$ cat config.mk
export PLATFORM = sky130hd
export DESIGN_NAME = lsq_mem_sched_flat
export DESIGN_NICKNAME = d
export VERILOG_FILES = /design/src/rtl/lsq_mem_sched_if.sv /design/src/rtl/lsq_mem_sched.sv /design/src/flat_wrapper.sv
export SDC_FILE = /design/constraint.sdc
export NUM_CORES = 1
export LEC_CHECK = 0
export BUFFER_PORTS_ARGS = -buffer_cell sky130_fd_sc_hd__buf_2
export CAP_MARGIN = 20
export CORE_ASPECT_RATIO = 1.4
export CORE_MARGIN = 3
export CORE_UTILIZATION = 45
export DETAILED_ROUTE_END_ITERATION = 16
export PLACE_DENSITY_LB_ADDON = 0.2
export SLEW_MARGIN = 20
export SYNTH_ARGS = -nofsm -noshare
export SYNTH_HDL_FRONTEND = slang
export SYNTH_SLANG_ARGS = --single-unit
$ cat constraint.sdc
create_clock -name clk -period 3.7 [get_ports clk]
set_input_delay 0.185 -clock clk [delete_from_list [all_inputs] [get_ports clk]]
set_output_delay 0.185 -clock clk [all_outputs]
set_load 0.02 [all_outputs]
$ cat src/rtl/lsq_mem_sched_if.sv
// Bundle of LSQ-side request/response and data-memory port signals for lsq_mem_sched.
// slave = scheduler side, master = LSQ/memory environment side.
interface lsq_mem_sched_if;
  // load issue path
  logic        ld_valid;
  logic [31:0] ld_pc;
  logic [31:0] ld_addr;
  logic        ld_ready;
  // retired-store drain path
  logic        st_valid;
  logic [31:0] st_pc;
  logic [31:0] st_addr;
  logic [31:0] st_data;
  logic        st_ready;
  // data-memory port
  logic        mem_req;
  logic        mem_we;
  logic [31:0] mem_addr;
  logic [31:0] mem_wdata;
  logic        mem_gnt;
  logic        mem_rvalid;
  logic [31:0] mem_rdata;
  // completions and status
  logic        ld_resp_valid;
  logic [31:0] ld_resp_pc;
  logic [31:0] ld_resp_data;
  logic        st_done;
  logic [31:0] st_done_pc;
  logic        busy;
  logic        mem_err;

  modport slave (
    input  ld_valid, ld_pc, ld_addr,
    output ld_ready,
    input  st_valid, st_pc, st_addr, st_data,
    output st_ready,
    output mem_req, mem_we, mem_addr, mem_wdata,
    input  mem_gnt, mem_rvalid, mem_rdata,
    output ld_resp_valid, ld_resp_pc, ld_resp_data,
    output st_done, st_done_pc, busy, mem_err
  );

  modport master (
    output ld_valid, ld_pc, ld_addr,
    input  ld_ready,
    output st_valid, st_pc, st_addr, st_data,
    input  st_ready,
    input  mem_req, mem_we, mem_addr, mem_wdata,
    output mem_gnt, mem_rvalid, mem_rdata,
    input  ld_resp_valid, ld_resp_pc, ld_resp_data,
    input  st_done, st_done_pc, busy, mem_err
  );
endinterface

$ cat src/rtl/lsq_mem_sched.sv
// lsq_mem_sched: single data-memory port scheduler for LSQ loads and retired-store drain.
// One outstanding transaction, IDLE -> ISSUE -> (WAIT) -> IDLE.
// Optional watchdog: define MEM_TIMEOUT_EN to abort transactions stuck for TIMEOUT cycles.
module lsq_mem_sched #(
  parameter int STARVE_LIMIT = 4,
  parameter int TIMEOUT      = 64
) (
  input logic            clk,
  input logic            rstn,
  lsq_mem_sched_if.slave bus
);
  localparam int SW = $clog2(STARVE_LIMIT + 1);

  typedef enum logic [1:0] {IDLE, ISSUE, WAIT} state_t;

  state_t         state;
  logic [SW-1:0]  starve_cnt;
  logic           op_we;
  logic [31:0]    lat_pc, lat_addr, lat_data;
  logic           ld_resp_valid, st_done;
  logic [31:0]    ld_resp_pc, ld_resp_data, st_done_pc;
  logic           same_word, starved, grant_st, grant_ld;
  logic           tmo_fire;
  logic           err_q;

  // Arbitration: same-word store first (keeps RAW order), then a starved load, then store, then load.
  always_comb begin
    same_word = bus.ld_valid && bus.st_valid && (bus.ld_addr[31:2] == bus.st_addr[31:2]);
    starved   = bus.ld_valid && (starve_cnt == SW'(STARVE_LIMIT));
    grant_st  = (state == IDLE) && bus.st_valid && (same_word || !starved);
    grant_ld  = (state == IDLE) && bus.ld_valid && !grant_st;
  end

  assign bus.ld_ready      = grant_ld;
  assign bus.st_ready      = grant_st;
  assign bus.mem_req       = (state == ISSUE);
  assign bus.mem_we        = op_we;
  assign bus.mem_addr      = lat_addr;
  assign bus.mem_wdata     = lat_data;
  assign bus.ld_resp_valid = ld_resp_valid;
  assign bus.ld_resp_pc    = ld_resp_pc;
  assign bus.ld_resp_data  = ld_resp_data;
  assign bus.st_done       = st_done;
  assign bus.st_done_pc    = st_done_pc;
  assign bus.busy          = (state != IDLE);
  assign bus.mem_err       = err_q;

`ifdef MEM_TIMEOUT_EN
  localparam int TW = $clog2(TIMEOUT + 1);
  logic [TW-1:0] tmo_cnt;

  // A normal completion in the final cycle beats the watchdog.
  assign tmo_fire = (state != IDLE) && (tmo_cnt == TW'(TIMEOUT - 1)) &&
                    !((state == WAIT) && bus.mem_rvalid) &&
                    !((state == ISSUE) && bus.mem_gnt && op_we);

  // Cycles spent in ISSUE+WAIT; held at zero in IDLE so each transaction starts fresh.
  always_ff @(posedge clk or negedge rstn) begin
    if (!rstn)               tmo_cnt <= '0;
    else if (state == IDLE)  tmo_cnt <= '0;
    else                     tmo_cnt <= tmo_cnt + TW'(1);
  end

  // Sticky error flag, cleared only by reset.
  always_ff @(posedge clk or negedge rstn) begin
    if (!rstn)         err_q <= 1'b0;
    else if (tmo_fire) err_q <= 1'b1;
  end
`else
  assign tmo_fire = 1'b0;
  assign err_q    = 1'b0;
`endif

  // Starvation counter: store grants that passed over a pending load.
  always_ff @(posedge clk or negedge rstn) begin
    if (!rstn) begin
      starve_cnt <= '0;
    end else if (state == IDLE) begin
      if (grant_ld || !bus.ld_valid)
        starve_cnt <= '0;
      else if (grant_st && (starve_cnt != SW'(STARVE_LIMIT)))
        starve_cnt <= starve_cnt + SW'(1);
    end
  end

  // Transaction FSM with request latches and registered completion pulses.
  always_ff @(posedge clk or negedge rstn) begin
    if (!rstn) begin
      state         <= IDLE;
      op_we         <= 1'b0;
      lat_pc        <= '0;
      lat_addr      <= '0;
      lat_data      <= '0;
      ld_resp_valid <= 1'b0;
      ld_resp_pc    <= '0;
      ld_resp_data  <= '0;
      st_done       <= 1'b0;
      st_done_pc    <= '0;
    end else begin
      ld_resp_valid <= 1'b0;
      st_done       <= 1'b0;
      if (tmo_fire) begin
        state <= IDLE;
        if (op_we) begin
          st_done    <= 1'b1;
          st_done_pc <= lat_pc;
        end else begin
          ld_resp_valid <= 1'b1;
          ld_resp_pc    <= lat_pc;
          ld_resp_data  <= 32'hDEAD_BEEF;
        end
      end else begin
        case (state)
          IDLE: begin
            if (grant_st) begin
              op_we    <= 1'b1;
              lat_pc   <= bus.st_pc;
              lat_addr <= bus.st_addr;
              lat_data <= bus.st_data;
              state    <= ISSUE;
            end else if (grant_ld) begin
              op_we    <= 1'b0;
              lat_pc   <= bus.ld_pc;
              lat_addr <= bus.ld_addr;
              lat_data <= '0;
              state    <= ISSUE;
            end
          end
          ISSUE: begin
            if (bus.mem_gnt) begin
              if (op_we) begin
                st_done    <= 1'b1;
                st_done_pc <= lat_pc;
                state      <= IDLE;
              end else begin
                state <= WAIT;
              end
            end
          end
          WAIT: begin
            if (bus.mem_rvalid) begin
              ld_resp_valid <= 1'b1;
              ld_resp_pc    <= lat_pc;
              ld_resp_data  <= bus.mem_rdata;
              state         <= IDLE;
            end
          end
          default: state <= IDLE;
        endcase
      end
    end
  end
endmodule

$ cat src/flat_wrapper.sv
// flat-port wrapper written by rule: the top's interface ports become plain ports
module lsq_mem_sched_flat 
#(
  parameter int STARVE_LIMIT = 4,
  parameter int TIMEOUT      = 64
)
  (clk, rstn, bus_ld_valid, bus_ld_pc, bus_ld_addr, bus_ld_ready, bus_st_valid, bus_st_pc, bus_st_addr, bus_st_data, bus_st_ready, bus_mem_req, bus_mem_we, bus_mem_addr, bus_mem_wdata, bus_mem_gnt, bus_mem_rvalid, bus_mem_rdata, bus_ld_resp_valid, bus_ld_resp_pc, bus_ld_resp_data, bus_st_done, bus_st_done_pc, bus_busy, bus_mem_err);
  lsq_mem_sched_if bus_i ();
  input logic clk;
  input logic rstn;
  input wire logic [$bits(bus_i.ld_valid)-1:0] bus_ld_valid;
  input wire logic [$bits(bus_i.ld_pc)-1:0] bus_ld_pc;
  input wire logic [$bits(bus_i.ld_addr)-1:0] bus_ld_addr;
  output wire logic [$bits(bus_i.ld_ready)-1:0] bus_ld_ready;
  input wire logic [$bits(bus_i.st_valid)-1:0] bus_st_valid;
  input wire logic [$bits(bus_i.st_pc)-1:0] bus_st_pc;
  input wire logic [$bits(bus_i.st_addr)-1:0] bus_st_addr;
  input wire logic [$bits(bus_i.st_data)-1:0] bus_st_data;
  output wire logic [$bits(bus_i.st_ready)-1:0] bus_st_ready;
  output wire logic [$bits(bus_i.mem_req)-1:0] bus_mem_req;
  output wire logic [$bits(bus_i.mem_we)-1:0] bus_mem_we;
  output wire logic [$bits(bus_i.mem_addr)-1:0] bus_mem_addr;
  output wire logic [$bits(bus_i.mem_wdata)-1:0] bus_mem_wdata;
  input wire logic [$bits(bus_i.mem_gnt)-1:0] bus_mem_gnt;
  input wire logic [$bits(bus_i.mem_rvalid)-1:0] bus_mem_rvalid;
  input wire logic [$bits(bus_i.mem_rdata)-1:0] bus_mem_rdata;
  output wire logic [$bits(bus_i.ld_resp_valid)-1:0] bus_ld_resp_valid;
  output wire logic [$bits(bus_i.ld_resp_pc)-1:0] bus_ld_resp_pc;
  output wire logic [$bits(bus_i.ld_resp_data)-1:0] bus_ld_resp_data;
  output wire logic [$bits(bus_i.st_done)-1:0] bus_st_done;
  output wire logic [$bits(bus_i.st_done_pc)-1:0] bus_st_done_pc;
  output wire logic [$bits(bus_i.busy)-1:0] bus_busy;
  output wire logic [$bits(bus_i.mem_err)-1:0] bus_mem_err;
  assign bus_i.ld_valid = bus_ld_valid;
  assign bus_i.ld_pc = bus_ld_pc;
  assign bus_i.ld_addr = bus_ld_addr;
  assign bus_ld_ready = bus_i.ld_ready;
  assign bus_i.st_valid = bus_st_valid;
  assign bus_i.st_pc = bus_st_pc;
  assign bus_i.st_addr = bus_st_addr;
  assign bus_i.st_data = bus_st_data;
  assign bus_st_ready = bus_i.st_ready;
  assign bus_mem_req = bus_i.mem_req;
  assign bus_mem_we = bus_i.mem_we;
  assign bus_mem_addr = bus_i.mem_addr;
  assign bus_mem_wdata = bus_i.mem_wdata;
  assign bus_i.mem_gnt = bus_mem_gnt;
  assign bus_i.mem_rvalid = bus_mem_rvalid;
  assign bus_i.mem_rdata = bus_mem_rdata;
  assign bus_ld_resp_valid = bus_i.ld_resp_valid;
  assign bus_ld_resp_pc = bus_i.ld_resp_pc;
  assign bus_ld_resp_data = bus_i.ld_resp_data;
  assign bus_st_done = bus_i.st_done;
  assign bus_st_done_pc = bus_i.st_done_pc;
  assign bus_busy = bus_i.busy;
  assign bus_mem_err = bus_i.mem_err;
  lsq_mem_sched #(.STARVE_LIMIT(STARVE_LIMIT), .TIMEOUT(TIMEOUT)) u_core (.clk(clk), .rstn(rstn), .bus(bus_i));
endmodule
# Word level (Yosys, flattened, before mapping)
# Cells that the tools add are included.
[classes]
magnitude_cmp = 0
n_mux = 21
n_shift = 0
n_reduce_logical = 22
multipliers = 0
addsub = 1
div_mod_pow = 0
n_eq_ne = 8
n_bitwise = 0
[op_table]
columns = ["op", "n"]
rows = [
  ["2-to-1 mux 32 bit", 6],
  ["equality test 30 bit", 1],
  ["2-to-1 mux 2 bit", 5],
  ["logical AND 1 bit", 8],
  ["2-to-1 mux 1 bit", 7],
  ["2-to-1 mux 3 bit", 2],
  ["one-hot mux 2 bit (3 select lines)", 1],
  ["AND reduction 2 bit", 3],
  ["AND reduction 3 bit", 2],
  ["nonzero test 2 bit", 3],
  ["adder 3 x 1 -> 3 bit, second input constant", 1],
  ["equality test 3 bit, second input constant", 1],
  ["zero test 1 bit", 3],
  ["inequality test 3 x 1 -> 1 bit, second input constant", 1],
  ["inequality test 3 bit, second input constant", 1],
  ["equality test 2 x 1 -> 1 bit, second input constant", 1],
  ["equality test 2 bit, second input constant", 1],
  ["zero test 2 bit", 1],
  ["logical OR 1 bit", 2],
  ["inequality test 2 x 1 -> 1 bit, second input constant", 1],
  ["inequality test 2 bit, second input constant", 1],
]
[totals]
output_inout_bits = 168
in_bits = 198
regBits = 200
romBits = 0
elab_cells = 63
n_memories = 0
mem_bits_rw = 0
latch_bits = 0

# Longest topological paths before layout
# Gate-level depths: netlist (run 1).
[depth]
depth_word = 10
mapped_depth = 8

# Worst setup path before layout (run 1)
# Ideal clock, no wire load.
[synth_timing]
kind = "reg-to-output"
from = "reg u_core.starve_cnt[0]"
to = "out bus_ld_ready"
slack_ns = 1.820
stages_incl_launch_ff = 8
t_arrival_ns = 1.695
path_buffers = 1
t_required_ns = 3.515
cell_sequence = "dfrtp_1 inv_1 ha_1 nand3_1 o21ai_1 clkinv_1 buf_2 nor2_1"
[synth_between]
elab_chain_cells = 7
[synth_rtl]
columns = ["item", "line", "text"]
rows = [
  ["start: declaration", "lsq_mem_sched.sv:17", "logic [SW-1:0] starve_cnt;"],
  ["start signal: assignment", "lsq_mem_sched.sv:82", "starve_cnt <= starve_cnt + SW'(1);"],
  ["equality test 3 bit", "lsq_mem_sched.sv:29", "starved = bus.ld_valid && (starve_cnt == SW'(STARVE_LIMIT));"],
  ["logical AND 1 bit", "lsq_mem_sched.sv:29", ""],
  ["zero test 1 bit", "lsq_mem_sched.sv:30", "grant_st = (state == IDLE) && bus.st_valid && (same_word || !starved);"],
  ["logical OR 1 bit", "lsq_mem_sched.sv:30", ""],
  ["logical AND 1 bit", "lsq_mem_sched.sv:30", ""],
  ["via bus_st_ready", "flat_wrapper.sv:19", "output wire logic [$bits(bus_i.st_ready)-1:0] bus_st_ready;"],
  ["zero test 1 bit", "lsq_mem_sched.sv:31", "grant_ld = (state == IDLE) && bus.ld_valid && !grant_st;"],
  ["logical AND 1 bit", "lsq_mem_sched.sv:31", ""],
  ["end: declaration", "flat_wrapper.sv:14", "output wire logic [$bits(bus_i.ld_ready)-1:0] bus_ld_ready;"],
]
# The timed path passes the listed nets, and every way through them passes these cells.

# Worst setup path in the final report (run 1)
[layout_timing]
from = "in bus_st_addr[12]"
to = "out bus_ld_ready"
[layout_between]
elab_chain_cells = 6
[layout_rtl]
columns = ["item", "line", "text"]
rows = [
  ["start: declaration", "flat_wrapper.sv:17", "input wire logic [$bits(bus_i.st_addr)-1:0] bus_st_addr;"],
  ["equality test 30 bit", "lsq_mem_sched.sv:28", "same_word = bus.ld_valid && bus.st_valid && (bus.ld_addr[31:2] == bus.st_addr[31:2]);"],
  ["logical AND 1 bit", "lsq_mem_sched.sv:28", ""],
  ["logical OR 1 bit", "lsq_mem_sched.sv:30", ""],
  ["logical AND 1 bit", "lsq_mem_sched.sv:30", ""],
  ["zero test 1 bit", "lsq_mem_sched.sv:31", ""],
  ["logical AND 1 bit", "lsq_mem_sched.sv:31", ""],
]
# Every way passes these cells.

==> results of run 1 <==
per-stage QoR:
step | std cells | power (mW) | utilization, %
after CTS | 1628 | 10.61 | 66.81
final | 1631 | 10.56 | 66.87
after global placement | 1472 | 8.527 | 57.06
after detailed placement | 1472 | 8.628 | 57.07
after floorplan | 903 | 6.971 | -
after global routing | 1631 | 11.27 | 66.87
cells in the mapped netlist, drive strengths merged:
| cell type | count | share of area, % |
|---|---|---|
| o21ai | 4 | 0.23 |
| nor2 | 3 | 0.13 |
| nand4 | 3 | 0.22 |
| a22o | 32 | 3.2 |
| dfrtp | 200 | 57 |
| and2 | 2 | 0.14 |
| a21oi | 1 | 0.057 |
| a31oi | 2 | 0.14 |
| conb | 1 | 0.043 |
| mux2 | 64 | 9.9 |
| nor2b | 1 | 0.072 |
| xnor2 | 10 | 1.0 |
| xor2 | 20 | 2.0 |
| nand3b | 2 | 0.17 |
| nor4 | 6 | 0.50 |
| buf | 20 | 1.4 |
| ha | 2 | 0.29 |
| nand2b | 2 | 0.14 |
| clkbuf | 29 | 1.2 |
| clkinv | 1 | 0.043 |
| and3 | 2 | 0.14 |
| nand3 | 6 | 0.34 |
| inv | 5 | 0.22 |
| a32oi | 1 | 0.10 |
| nand2 | 483 | 21 |
| a41oi | 1 | 0.10 |
final cells by class:
type / count / share of cell area (%)
sequential: 200 / 39.76
multi-input combinational: 648 / 27.72
timing repair buffer: 498 / 25.10
clock buffer: 19 / 3.519
tap: 244 / 2.425
clock inverter: 13 / 1.183
inverter: 6 / 0.2286
antenna: 3 / 0.05964
report_power, final:
group,internal (mW),switching (mW),total [mW]
clock,0.927,0.925,1.85
sequential,3.24,0.617,3.85
combinational,1.94,2.91,4.85
total,6.10,4.46,10.6
cells by family (layout without fill, tap and decap cells):
logic type	after synthesis	in the layout	share of synthesized area, %
compound gates	41	41	3.843
xor+xnor	30	30	3.012
fa+ha+maj	2	2	0.2868
buf+inv	55	536	2.911
flops	200	200	57.36
mux	64	64	9.895
other cells	1	4	0.04298
simple gates	510	510	22.64
placed cells by master (no fill, tap or decap), types with 3 or more instances in the layout:
cell	synthesis	routed
a22o_1	32	32
buf_2	5	363
buf_4	1	9
clkbuf_16	0	17
clkinv_8	0	4
dfrtp_1	200	200
diode_2	0	3
dlygate4sd3_1	0	124
inv_1	5	4
inv_6	0	6
mux2_2	26	26
mux2_4	38	38
nand2_1	483	482
nand3_1	6	5
nand4_1	3	3
nor2_1	3	3
nor4_1	5	5
xnor2_1	10	10
xor2_1	20	20
metal layers:
layer | track usage [%] | part of all wire (%) | vias to the layer above
li1 | - | - | 3806
met1 | 27.16 | 37 | 3846
met2 | 46.69 | 53 | 275
met3 | 6.085 | 6.3 | 54
met4 | 10.70 | 3.5 | 0
met5 | 0 | 0 | -
path summary, 6_finish.rpt:
kind	endpoint	depth (start not counted)	startpoint
setup / recovery	bus_ld_ready	10	bus_st_addr[12]
hold / removal	u_core.bus.mem_addr[7]$_DFFE_PN0P_	2	bus_st_addr[7]
setup reg to reg	u_core.bus.mem_wdata[4]$_DFFE_PN0P_	7	u_core.starve_cnt[1]$_DFFE_PN0P_
hold reg to reg	u_core.bus.ld_resp_pc[11]$_DFFE_PN0P_	2	u_core.bus.ld_resp_pc[11]$_DFFE_PN0P_
max in group asynchronous	u_core.bus.mem_wdata[31]$_DFFE_PN0P_	3	rstn
min in group asynchronous	u_core.bus.mem_addr[17]$_DFFE_PN0P_	2	rstn
repair_timing:
action                                  4_1_cts  5_1_grt
resized for setup                             0        1
hold buffers                                124        0
setup buffers                                 0        0
endpoints found under the setup margin        0        2
hold endpoints to repair                    232        0
registers in the layout, indices dropped and copies added (netlist names), 2 cells and up:
signal                   cells
u_core.state                 2
u_core.bus.ld_resp_data     32
u_core.bus.mem_wdata        32
u_core.bus.mem_addr         32
u_core.starve_cnt            3
u_core.bus.st_done_pc       32
u_core.bus.ld_resp_pc       32
u_core.lat_pc               32
==> results.sh, run 1 <==
export IMPL_ant_nets=0
export IMPL_critPathMostFrequentCell="buf_2"
export IMPL_cts_root_buf="clkbuf_16"
export IMPL_ios=366
export IMPL_synth_distinct_cells=32
export IMPL_grt_overflow=0
export IMPL_peakVddDrop_uv=387.1
export IMPL_cts_tree="built"
export IMPL_place_hpwl_mm=17.62
export IMPL_worst_path_max_fanout=25
export IMPL_seq_area_frac_synth_pct=57.36
export IMPL_path_delay_family="buffers and inverters"
export IMPL_viasPerCell=4.893
export IMPL_port_buffers=364
export IMPL_core_area_um2=18820
export IMPL_fillers=1489
export IMPL_max_slew_margin_pct=30.94
export IMPL_die_y_um=170.8
export IMPL_final_nets=1571
export IMPL_holdWs_ps=21.38
export IMPL_vias=7981
export IMPL_htree_levels=4
export IMPL_start_util_pct=46.35
export IMPL_postRouteWirelength_mm=26.82
export IMPL_cts_buffer_depth=2
export IMPL_powerDensity_nw_per_um2=838.6
export IMPL_fmax_ghz=0.2905
export IMPL_drtIter0Drc=499
export IMPL_fin_crit_ps=3442
export IMPL_clkLatencyLatePin_ps=440
export IMPL_grt_pass1_wl_mm=41.44
export IMPL_grt_pass1_vias=8255
export IMPL_crit_path_end_kind="primary output"
export IMPL_slowest_stage="o21ai_4"
export IMPL_outcome="complete, no violations"
export IMPL_drive_gt1_share_pct=34.47
export IMPL_grt_total_usage_pct=25.33
export IMPL_syn_area_per_cell_um2=9.662
export IMPL_hold_class="input port to register"
export IMPL_rsz0062_at_grt="false"
export IMPL_place_area_um2=10740
export IMPL_ff_latch_area_um2=5005
export IMPL_cts_made_buffers=17
export IMPL_min_period_over_period_pct=93.03
export IMPL_worstSetupStartpointType="input port"
export IMPL_p_leak_nw=7.062
export IMPL_drc=0
export IMPL_grt_max_degree=112
export IMPL_die_w_um=123.7
export IMPL_drv_cap=0
export IMPL_multi_input_area_um2=3490
export IMPL_cts_sinks=200
export IMPL_pre_cts_ws_ps=409.6
export IMPL_drt_pass1_iterations=4
export IMPL_synth_seq_cells=200
export IMPL_worstPathRequired_ps=3510
export IMPL_gp_congestion=0.8194
export IMPL_setup_viol=0
export IMPL_antenna_found_initial=3
export IMPL_synth_cells=903
export IMPL_die_area_um2=21120
export IMPL_routedWlPerCell_um=16.45
export IMPL_clock_skew_ps=11.26
export IMPL_layout_setup_ws_ps=257.9
export IMPL_final_area_um2=12590
export IMPL_crit_arrival_ps=3260
export IMPL_crit_chain="dlygate4sd3_1, buf_2, xor2_1, nor4_1, nand3_1, nor4_2, o21ai_4, clkinvlp_4, nor2_1, buf_2"
export IMPL_syn_area_um2=8725
export IMPL_crit_type="input port to primary output"
export IMPL_ys_warn_count=0
export IMPL_drv_slew=0
export IMPL_synth_nets=1103
export IMPL_regToRegSetupSlack_ps=640
export IMPL_max_stage_delay_ps=790
export IMPL_rows=59
export IMPL_area_growth_synth_to_final_pct=44.27
export IMPL_tightest_slew_ps=1032
export IMPL_worst_path_buf_inv=4
export IMPL_final_hold_violation_count=0
export IMPL_path_clk_slew_ps=70
export IMPL_finalSetupTns_ps=0
No activity file was read; power rests on OpenSTA's default activity.
==> run 2, diff against run 1 <==
- PLACE_DENSITY: default -> 0.76
- PLACE_DENSITY_LB_ADDON: 0.2 -> default
==> run 2 against run 1 <==
Effect of this change: critical path depth is 1 higher; largest power group unchanged; register-to-register slack better by 100 ps; largest cell class unchanged; clock-buffer cell count stayed put; flip-flop and latch count stayed put; critical endpoint unchanged; clock skew is 3.4 ps higher.
==> results.sh, run 2 (synthesis gave the netlist of run 1 again) <==
export IMPL_outcome="complete, no violations"
export IMPL_cts_sinks=200
export IMPL_drv_cap=0
export IMPL_p_leak_nw=6.979
export IMPL_worst_path_max_fanout=34
export IMPL_rsz0062_at_grt="false"
export IMPL_place_hpwl_mm=18.37
export IMPL_clock_skew_ps=14.68
export IMPL_htree_levels=4
export IMPL_ios=366
export IMPL_antenna_found_initial=1
export IMPL_viasPerCell=5.058
export IMPL_worst_path_buf_inv=5
export IMPL_cts_root_buf="clkbuf_16"
export IMPL_grt_overflow=0
export IMPL_die_w_um=123.7
export IMPL_hold_class="input port to register"
export IMPL_crit_arrival_ps=2940
export IMPL_holdWs_ps=15.41
export IMPL_fmax_ghz=0.3203
export IMPL_path_delay_family="buffers and inverters"
export IMPL_port_buffers=364
export IMPL_final_hold_violation_count=0
export IMPL_grt_max_degree=107
export IMPL_cts_buffer_depth=2
export IMPL_clkLatencyLatePin_ps=440
export IMPL_die_y_um=170.8
export IMPL_ant_nets=0
export IMPL_worstPathRequired_ps=3510
export IMPL_max_slew_margin_pct=30.24
export IMPL_layout_setup_ws_ps=577.8
export IMPL_final_nets=1557
export IMPL_drv_slew=0
export IMPL_drive_gt1_share_pct=34.82
export IMPL_drt_pass1_iterations=5
export IMPL_crit_type="input port to primary output"
export IMPL_path_clk_slew_ps=80
export IMPL_max_stage_delay_ps=800
export IMPL_area_growth_synth_to_final_pct=42.15
export IMPL_fillers=1458
export IMPL_rows=59
export IMPL_final_area_um2=12400
export IMPL_grt_pass1_vias=8329
export IMPL_gp_congestion=0.8474
export IMPL_setup_viol=0
export IMPL_postRouteWirelength_mm=27.60
export IMPL_core_area_um2=18820
export IMPL_finalSetupTns_ps=0
export IMPL_grt_pass1_wl_mm=42.50
export IMPL_fin_crit_ps=3122
export IMPL_worstSetupStartpointType="input port"
export IMPL_drc=0
export IMPL_start_util_pct=46.35
export IMPL_grt_total_usage_pct=25.77
export IMPL_post_cts_buffers=0
export IMPL_ff_latch_area_um2=5005
export IMPL_die_area_um2=21120
export IMPL_cts_tree="built"
export IMPL_routedWlPerCell_um=17.08
export IMPL_multi_input_area_um2=3490
export IMPL_layout_common_cells="nand2_1, buf_2, dfrtp_1"
export IMPL_powerDensity_nw_per_um2=850.1
export IMPL_cts_made_buffers=17
export IMPL_critPathMostFrequentCell="buf_2"
export IMPL_crit_path_end_kind="primary output"
export IMPL_drtIter0Drc=525
export IMPL_crit_chain="dlygate4sd3_1, buf_2, xor2_1, nor4_1, nand3_1, nor4_2, o21ai_4, clkinv_1, buf_4, nor2_1, buf_2"
export IMPL_vias=8174
export IMPL_slowest_stage="o21ai_4"
export IMPL_peakVddDrop_uv=413.9
export IMPL_pre_cts_ws_ps=668.7
export IMPL_tightest_slew_ps=1042
export IMPL_place_area_um2=10740
export IMPL_min_period_over_period_pct=84.38
export IMPL_final_common_cell="nand2_1"
-- run 2: timing repair --
action	CTS	global route
hold buffers	108	1
hold endpoints to repair	209	1
resized for setup	0	0
-- run 2: through the flow --
step / utilization (%) / power [mW] / instances
2_1_floorplan: - / 6.971 / 903
3_3_place_gp: 57.03 / 8.495 / 1473
3_5_place_dp: 57.04 / 8.643 / 1473
4_1_cts: 65.80 / 10.56 / 1613
5_1_grt: 65.87 / 11.22 / 1615
6_report: 65.88 / 10.54 / 1616
-- run 2: layout make-up --
class,count,share of cell area (%)
Multi-Input combinational cell,648,28.14
Sequential cell,200,40.36
Clock inverter,13,1.090
Clock buffer,19,3.491
Tap cell,244,2.462
Timing Repair Buffer,484,24.22
Inverter,6,0.2018
Antenna cell,2,0.04036
-- run 2: worst paths after layout --
check | to | startpoint | slack, ps | depth (start not counted)
hold / removal | u_core.bus.mem_addr[17]$_DFFE_PN0P_ | bus_st_addr[17] | 20 | 2
max in group asynchronous | u_core.bus.mem_addr[29]$_DFFE_PN0P_ | rstn | 2360 | 3
setup reg to reg | u_core.lat_pc[7]$_DFFE_PN0P_ | u_core.starve_cnt[1]$_DFFE_PN0P_ | 740 | 6
setup / recovery | bus_ld_ready | bus_st_addr[5] | 580 | 11
min in group asynchronous | u_core.bus.ld_resp_pc[10]$_DFFE_PN0P_ | rstn | 410 | 2
hold reg to reg | u_core.bus.st_done_pc[7]$_DFFE_PN0P_ | u_core.bus.st_done_pc[7]$_DFFE_PN0P_ | 470 | 2
-- run 2: power by group --
part / leakage [nW] / internal (mW) / switching [mW]
sequential: 2.50 / 3.24 / 0.643
combinational: 4.21 / 1.92 / 2.95
clock: 0.268 / 0.899 / 0.897
-- run 2: routing by layer --
layer | vias up | GRT usage, % | wire length (um)
li1 | 3782 | - | -
met1 | 3941 | 29.45 | 10150
met2 | 370 | 45.33 | 14600
met3 | 81 | 5.324 | 1681
met4 | 0 | 12.58 | 1166
met5 | - | 0 | 0
